==> config.mk <==
export PLATFORM = sky130hd
export DESIGN_NAME = boreal_uart_tx_framer
export DESIGN_NICKNAME = d
export VERILOG_FILES = /design/src/rtl/boreal_uart_tx_framer.sv
export SDC_FILE = /design/constraint.sdc
export NUM_CORES = 1
export LEC_CHECK = 0
export ABC_AREA = 1
export CAP_MARGIN = 20
export CORE_MARGIN = 3
export CORE_UTILIZATION = 28
export DETAILED_ROUTE_END_ITERATION = 10
export GPL_TIMING_DRIVEN = 0
export PLACE_DENSITY_LB_ADDON = 0.1
export SETUP_SLACK_MARGIN = 0.5
export SLEW_MARGIN = 20
export SYNTH_ARGS = -nofsm -noshare
export SYNTH_HDL_FRONTEND = slang
export SYNTH_SLANG_ARGS = --single-unit
export TNS_END_PERCENT = 10
==> constraint.sdc <==
create_clock -name clk -period 2.5 [get_ports clk]
set_input_delay 0.5 -clock clk [delete_from_list [all_inputs] [get_ports clk]]
set_output_delay 0.5 -clock clk [all_outputs]
set_load 0.1 [all_outputs]
==> src/rtl/boreal_uart_tx_framer.sv <==
// boreal_uart_tx_framer: serialises a 9-byte MMIO read-response frame
// (0xAA, cmd, addr, data, xor checksum) onto an 8N1 UART line.
module boreal_uart_tx_framer #(
    parameter int CLK_FREQ  = 50_000_000,
    parameter int BAUD_RATE = 115_200
) (
    input  logic        clk,
    input  logic        rst,
    input  logic        req_valid,
    output logic        req_ready,
    input  logic [7:0]  req_cmd,
    input  logic [9:0]  req_addr,
    input  logic [31:0] req_data,
    output logic        tx,
    output logic        busy,
    output logic        frame_done
);

    localparam int BAUD_DIV = CLK_FREQ / BAUD_RATE;
    localparam int BW = (BAUD_DIV > 2) ? $clog2(BAUD_DIV) : 1;
    localparam logic [BW-1:0] BAUD_LAST = BW'(BAUD_DIV - 1);

    typedef enum logic [1:0] {
        IDLE,
        START,
        DATA,
        STOP
    } state_t;

    state_t        r_state;
    state_t        w_next;
    logic [BW-1:0] r_baud_cnt;
    logic [2:0]    r_bit_idx;
    logic [3:0]    r_byte_idx;
    logic [7:0]    r_cmd;
    logic [9:0]    r_addr;
    logic [31:0]   r_data;
    logic [7:0]    r_chk;
    logic          r_frame_done;
    logic          w_accept;
    logic          w_bit_end;
    logic          w_last_byte;
    logic [7:0]    w_byte;

    assign req_ready   = (r_state == IDLE);
    assign busy        = (r_state != IDLE);
    assign frame_done  = r_frame_done;
    assign w_accept    = req_valid && req_ready;
    assign w_bit_end   = (r_baud_cnt == BAUD_LAST);
    assign w_last_byte = (r_byte_idx == 4'd8);

    always_comb begin
        w_byte = r_chk;
        case (r_byte_idx)
            4'd0:    w_byte = 8'hAA;
            4'd1:    w_byte = r_cmd;
            4'd2:    w_byte = {6'b0, r_addr[9:8]};
            4'd3:    w_byte = r_addr[7:0];
            4'd4:    w_byte = r_data[31:24];
            4'd5:    w_byte = r_data[23:16];
            4'd6:    w_byte = r_data[15:8];
            4'd7:    w_byte = r_data[7:0];
            default: w_byte = r_chk;
        endcase
    end

    always_comb begin
        tx = 1'b1;
        unique case (r_state)
            START:   tx = 1'b0;
            DATA:    tx = w_byte[r_bit_idx];
            default: tx = 1'b1;
        endcase
    end

    always_comb begin
        w_next = r_state;
        unique case (r_state)
            IDLE:  if (w_accept) w_next = START;
            START: if (w_bit_end) w_next = DATA;
            DATA:  if (w_bit_end && r_bit_idx == 3'd7) w_next = STOP;
            STOP:  if (w_bit_end) w_next = w_last_byte ? IDLE : START;
            default: w_next = IDLE;
        endcase
    end

    always_ff @(posedge clk) begin
        if (rst) begin
            r_state <= IDLE;
        end else begin
            r_state <= w_next;
        end
    end

    always_ff @(posedge clk) begin
        if (rst) begin
            r_baud_cnt   <= '0;
            r_bit_idx    <= '0;
            r_byte_idx   <= '0;
            r_frame_done <= 1'b0;
            r_cmd        <= '0;
            r_addr       <= '0;
            r_data       <= '0;
            r_chk        <= '0;
        end else begin
            r_frame_done <= (r_state == STOP) && w_bit_end && w_last_byte;
            if (r_state == IDLE) begin
                r_baud_cnt <= '0;
                r_bit_idx  <= '0;
                r_byte_idx <= '0;
                if (w_accept) begin
                    r_cmd  <= req_cmd;
                    r_addr <= req_addr;
                    r_data <= req_data;
                    // checksum covers every byte after the 0xAA sync
                    r_chk  <= req_cmd ^ {6'b0, req_addr[9:8]} ^ req_addr[7:0]
                            ^ req_data[31:24] ^ req_data[23:16]
                            ^ req_data[15:8] ^ req_data[7:0];
                end
            end else begin
                r_baud_cnt <= w_bit_end ? '0 : r_baud_cnt + 1'b1;
                if (r_state == DATA && w_bit_end) begin
                    r_bit_idx <= r_bit_idx + 3'd1;
                end
                if (r_state == STOP && w_bit_end) begin
                    r_byte_idx <= w_last_byte ? 4'd0 : r_byte_idx + 4'd1;
                end
            end
        end
    end

endmodule

==> metrics.txt, run 1 <==
CTS HTree Levels=3; Final Max Slew Viols=0; core area=14100 um2; Setup Viol. Count Final=1; CP delay by family, top=simple AND/OR/NAND/NOR gates; height of the die=127 um; Area Overhead vs Synth=31.9%; CTS tree=done; Vias/cell=4.72; Post-Syn Nets=647; WP data required=2.00 ns; Post-route DRC=0; Leak=0.00224 uW; initial antenna violation count=0; placement row count=43; R2R setup slack=0.68 ns; CP Class=reg -> out; maximum VDD drop=0.344 mV; Routed WL per cell=16.2 um; Crit path largest cell delay=0.39 ns; CTS Sinks=77; worst path cell trace=ha_2 > buf_6 > buf_8 > nand3_1 > nand2_1 > nor2_1 > nand2_1 > nand2_2 > nand3_1 > nand3_1 > nand2_1 > nand2_2 > nand2_8 > buf_12; io pins=57; most frequent cells in the layout=nor2_1, nand2_1, dfxtp_1, o21ai_0, clkdlybuf4s50_1; input/output buffers=56; layout cell share with drive strength beyond 1=0.125; Final Cell Area=5410 um2; final hold slack=0.453 ns; xor/xnor cell area share of the yosys netlist=0.0812; dpl hpwl=9870 um; Worst setup EP type=output pin; Slowest cell on crit path=dfxtp_4; Root Driver=clkbuf_16; vias in the first global route=3946; achievable clock frequency=0.369 GHz; via count=3979; CP max FO=10; outcome=finished with violations; antenna cell count=0; DR pass1 iterations=5; initial DRC count=227; final core utilization=0.384; GRT overflow=0; PD cells=767 nW/um2; Die X=127 um; Setup crit start=r_byte_idx[0]$_SDFFE_PP0P_; Clock transition at path regs=0.06 ns; Skew-Pair Late Insertion Delay=0.35 ns; normalized max-slew margin=0.369; final std cells w/o fill=843; Final period util=1.09; Die Outline Area=16100 um2; Mapped Area=4100 um2; largest net degree at the start of global routing=12; Distinct cells, synth=27; Clock Skews=0.00951 ns; reg2reg path depth=6; reg2reg start=r_state[0]$_SDFFE_PP0P_; Critical Path Stages=14; Worst Max-Slew Pin Slew=0.951 ns; post-synthesis instance total=582; first-pass GRT wire length=21700 um; Startpoint Class=flop; Initial Util=0.291; simple-gate share of the synthesized area=0.307; fraction of synthesized area in multiplexers=0; Avg Inst Size Synth=7.04 um2; Inst Count DP=818; worst setup margin=-0.213 ns; RSZ-0062 raised after global routing=true; Final Hold Violating Endpoints=0; CP endpoint=tx; register area share after synthesis=0.376; Synth warnings=0; Synth Area in Compound Gates=0.117; cts-stage hold buffer count=0; ANT nets after route=0; WL final=13600 um; Worst Path Arrival=2.21 ns; Max-cap violations=0; minimum clock period after layout=2.71 ns; largest family of logic cells by synthesized area=simple AND/OR/NAND/NOR gates; #FFs+latches synth=77; Reg2Reg Capture Point=r_data[8]$_SDFFE_PP0P_; dpl cell area=4970 um2; nets=724; Min-Delay Path Class=reg -> reg; GR Util All Layers=0.176; GPL Wtd Cong=0.857; Synth Area in Adders=0.0366; cts bufs inserted=9; most common cell after layout, fill and taps aside=nor2_1; Crit path buffers/inverters=3; failing checks=setup timing; CTS max path bufs=2
==> area by class of cell <==
| type | count | area, um2 |
|---|---|---|
| Inverter | 48 | 189 |
| Tap cell | 180 | 225 |
| Clock inverter | 2 | 10.0 |
| Clock buffer | 13 | 250 |
| Fill cell | 1527 | 8690 |
| Multi-Input combinational cell | 427 | 2300 |
| Buffer | 30 | 215 |
| Sequential cell | 77 | 1550 |
| Timing Repair Buffer | 66 | 668 |
==> through the flow <==
stage | setup TNS, ns | total power, uW | setup slack [ns]
finish | -0.213 | 4150 | -0.213
global route | -0.310 | 4410 | -0.310
CTS | -0.225 | 4180 | -0.225
detailed placement | -1.90 | 2940 | -0.810
global placement | -1.79 | 2930 | -0.810
floorplan | 0 | 2510 | 0.502
==> cells in the mapped netlist <==
| master | n | area share |
|---|---|---|
| nor2_1 | 129 | 0.12 |
| xnor2_1 | 24 | 0.051 |
| a211oi_1 | 2 | 0.0037 |
| nor3b_1 | 3 | 0.0055 |
| or2_2 | 2 | 0.0031 |
| nor2_2 | 1 | 0.0015 |
| nand4_1 | 19 | 0.029 |
| ha_1 | 12 | 0.037 |
| o21ai_0 | 57 | 0.070 |
| inv_1 | 42 | 0.038 |
| dfxtp_1 | 77 | 0.38 |
| a21oi_1 | 22 | 0.027 |
| a31oi_1 | 1 | 0.0015 |
| buf_2 | 7 | 0.0085 |
| clkbuf_1 | 18 | 0.016 |
| buf_6 | 5 | 0.014 |
| nand3_1 | 31 | 0.038 |
| nand3_2 | 10 | 0.024 |
| nand2_1 | 84 | 0.077 |
| xor2_1 | 14 | 0.030 |
| o22ai_1 | 1 | 0.0015 |
| nor4_1 | 2 | 0.0031 |
| inv_2 | 6 | 0.0055 |
| nor3_1 | 4 | 0.0049 |
| nor2_4 | 1 | 0.0027 |
| o211ai_1 | 6 | 0.011 |
| o21ai_1 | 2 | 0.0024 |
==> worst min-delay path by stage <==
stage	slack (ns)	to	depth (start not counted)	start
finish	0.45	r_data[2]$_SDFFE_PP0P_	2	r_data[2]$_SDFFE_PP0P_
detailed placement	0.45	r_data[2]$_SDFFE_PP0P_	2	r_data[2]$_SDFFE_PP0P_
global route	0.48	r_data[29]$_SDFFE_PP0P_	2	r_data[29]$_SDFFE_PP0P_
CTS	0.46	r_data[2]$_SDFFE_PP0P_	2	r_data[2]$_SDFFE_PP0P_
global placement	0.44	r_data[2]$_SDFFE_PP0P_	2	r_data[2]$_SDFFE_PP0P_
floorplan	0.43	r_cmd[6]$_SDFFE_PP0P_	2	r_cmd[6]$_SDFFE_PP0P_
==> registers in the layout, indices dropped and copies added (netlist names) <==
name and count:
r_state 2, r_bit_idx 3, frame_done 1, r_baud_cnt 9
r_data 32, r_addr 10, r_byte_idx 4, r_chk 8
r_cmd 8
==> cells by family (layout without fill, tap and decap cells) <==
family	after synthesis	count (layout)
AO/OA/AOI/OAI	91	91
XOR/XNOR	38	38
adder cells (fa/ha/maj)	12	12
buffers and inverters	78	159
flip-flops	77	77
AND/OR/NAND/NOR	286	286
==> layer usage <==
| layer | GRT usage | part of all wire |
|---|---|---|
| met5 | 0 | 0 |
| met3 | 0.0230 | 0.038 |
| met2 | 0.277 | 0.44 |
| met4 | 0.0751 | 0.023 |
| met1 | 0.242 | 0.50 |
==> worst min-delay path, cell delays in order, from the launching register on <==
cell and delay, ns:
dfxtp_1 0.29, inv_1 0.06, a21oi_1 0.05
==> power by group <==
group | switching [uW] | internal, uW
clock network | 506 | 692
logic | 832 | 448
registers | 166 | 1510
total | 1500 | 2650
==> repair_timing <==
item                       in CTS  in global routing
setup buffers                   8                  1
setup endpoints to repair      25                 58
resized for setup              37                 16
gates cloned                    1                  0
pin swaps                      13                 10
Power figures use the tool's default switching activity.
==> run 2, diff against run 1 <==
--- a/config.mk
+++ b/config.mk
@@ -13,3 +13,3 @@
 export GPL_TIMING_DRIVEN = 0
-export PLACE_DENSITY_LB_ADDON = 0.1
+export PLACE_DENSITY_LB_ADDON = 0.25
 export SETUP_SLACK_MARGIN = 0.5
--- a/constraint.sdc
+++ b/constraint.sdc
@@ -3,2 +3,2 @@
 set_output_delay 0.5 -clock clk [all_outputs]
-set_load 0.1 [all_outputs]
+set_load 0.005 [all_outputs]
==> metrics.txt, run 2 (synthesis results as in run 1) <==
max reg flops=32; GPL Wtd Cong=0.878; Post-route DRC=0; final std cells w/o fill=843; CTS HTree Levels=3; outcome=finished with violations; RSZ-0062 raised after global routing=true; initial antenna violation count=0; Filler Cell Count=1530; Vias/cell=4.86; vias in the first global route=4092; Area Overhead vs Synth=32.4%; layout cell share with drive strength beyond 1=0.127; Startpoint Class=flop; Routed WL per cell=15.7 um; GR Util All Layers=0.166; sw frac=0.329; Clk pwr share=0.308; initial DRC count=277; dpl hpwl=9530 um; CTS Sinks=77; Min-Delay Path Class=reg -> reg; CTS tree=done; PD cells=722 nW/um2; most frequent cells in the layout=nor2_1, nand2_1, dfxtp_1, o21ai_0, clkdlybuf4s50_1; Worst path most repeated cell=nand2_1; most common cell after layout, fill and taps aside=nor2_1; Slowest cell on crit path=dfxtp_4; Die Outline Area=16100 um2; io pins=57; Max-cap violations=0; Inst Count DP=818; WL final=13200 um; height of the die=127 um; placement row count=43; GRT overflow=0; Crit path buffers/inverters=3; core area=14100 um2; failing checks=setup timing; maximum VDD drop=0.369 mV; Clock Skews=0.00650 ns; Die X=127 um; Initial Util=0.291; Worst Path Arrival=2.12 ns; Setup Viol. Count Final=1; Crit path largest cell delay=0.39 ns; CTS max path bufs=2; Worst Max-Slew Pin Slew=0.639 ns; Reg area=1550 um2; Comb pwr share=0.267; P_sw=1290 uW; CP Class=reg -> out; Final Cell Area=5430 um2; CP max FO=6; normalized max-slew margin=0.574; minimum clock period after layout=2.62 ns; Root Driver=clkbuf_16; cts bufs inserted=9; largest net degree at the start of global routing=12; R2R setup slack=0.67 ns; Flop pwr share=0.426; Clock transition at path regs=0.06 ns; antenna cell count=0; CP delay by family, top=simple AND/OR/NAND/NOR gates; cts-stage hold buffer count=0; Final Max Slew Viols=0; Leak=0.00227 uW; Final Hold Violating Endpoints=0; ANT nets after route=0; Largest regs=r_data: 32 flops, r_addr: 10 flops, r_baud_cnt: 9 flops; worst setup margin=-0.123 ns; final hold slack=0.460 ns; nets=725; Skew-Pair Late Insertion Delay=0.33 ns; Internal=2630 uW; Final period util=1.05; multi-input logic area=2290 um2; DR pass1 iterations=5; via count=4097; dpl cell area=4890 um2; register with the most flip-flops=r_data; WP data required=2.00 ns; worst path cell trace=inv_4 > ha_4 > buf_8 > a21oi_4 > nand2_1 > nor2_2 > nand2_2 > nand2_1 > nand3_1 > nand3_1 > nand2_1 > nand2_1 > nand2_1 > buf_2; Worst setup EP type=output pin; input/output buffers=56; achievable clock frequency=0.381 GHz; first-pass GRT wire length=20900 um
-- run 2: through the flow --
| stage | power, uW | setup TNS [ns] | utilization | setup slack [ns] |
|---|---|---|---|---|
| 2_1_floorplan | 2270 | 0 | - | 0.507 |
| 4_1_cts | 3940 | -0.0903 | 0.382 | -0.0903 |
| 3_5_place_dp | 2710 | -0.481 | 0.347 | -0.419 |
| 6_report | 3920 | -0.123 | 0.385 | -0.123 |
| 5_1_grt | 4160 | -0.220 | 0.385 | -0.220 |
| 3_3_place_gp | 2680 | -0.375 | 0.347 | -0.375 |
-- run 2: final timing paths --
kind | startpoint | to | cells past startpoint
worst max-delay path | r_byte_idx[0]$_SDFFE_PP0P_ | tx | 14
worst min-delay path | r_data[29]$_SDFFE_PP0P_ | r_data[29]$_SDFFE_PP0P_ | 2
worst max register to register | r_state[0]$_SDFFE_PP0P_ | r_data[16]$_SDFFE_PP0P_ | 6
worst min register to register | r_data[29]$_SDFFE_PP0P_ | r_data[29]$_SDFFE_PP0P_ | 2
-- run 2: cell type report --
class	count	share of cell area
multi-input combinational	427	0.422
sequential	77	0.286
timing repair buffer	67	0.126
clock buffer	12	0.0472
tap	180	0.0415
buffer	30	0.0406
inverter	48	0.0341
clock inverter	2	0.00184
-- run 2: layer usage --
layer | track usage | vias to the layer above | share of wire
met5 | 0 | - | 0
met4 | 0.0789 | 0 | 0.033
met3 | 0.0314 | 32 | 0.054
met2 | 0.268 | 129 | 0.45
met1 | 0.215 | 1892 | 0.46
li1 | - | 2044 | -
-- run 2: power groups by stage --
stage               logic (uW)  clock network (uW)  registers [uW]
floorplan                  633                   0            1640
global placement           992                   0            1690
detailed placement        1020                   0            1690
CTS                       1040                1230            1670
global route              1170                1290            1700
finish                    1040                1210            1670
-- run 2: timing repair --
item / in CTS / in global routing
cloned: 1 / 0
pin swaps: 22 / 13
buffers inserted: 9 / 1
resized for setup: 43 / 19
setup endpoints to repair: 23 / 49
-- run 2: worst register-to-register path, delay by kind of cell (launching register included) --
kind / cells / cell delay (ns)
adder cells (fa/ha/maj): 1 / 0.18
buffers and inverters: 2 / 0.62
flip-flops: 1 / 0.33
AO/OA/AOI/OAI: 1 / 0.20
AND/OR/NAND/NOR: 2 / 0.44
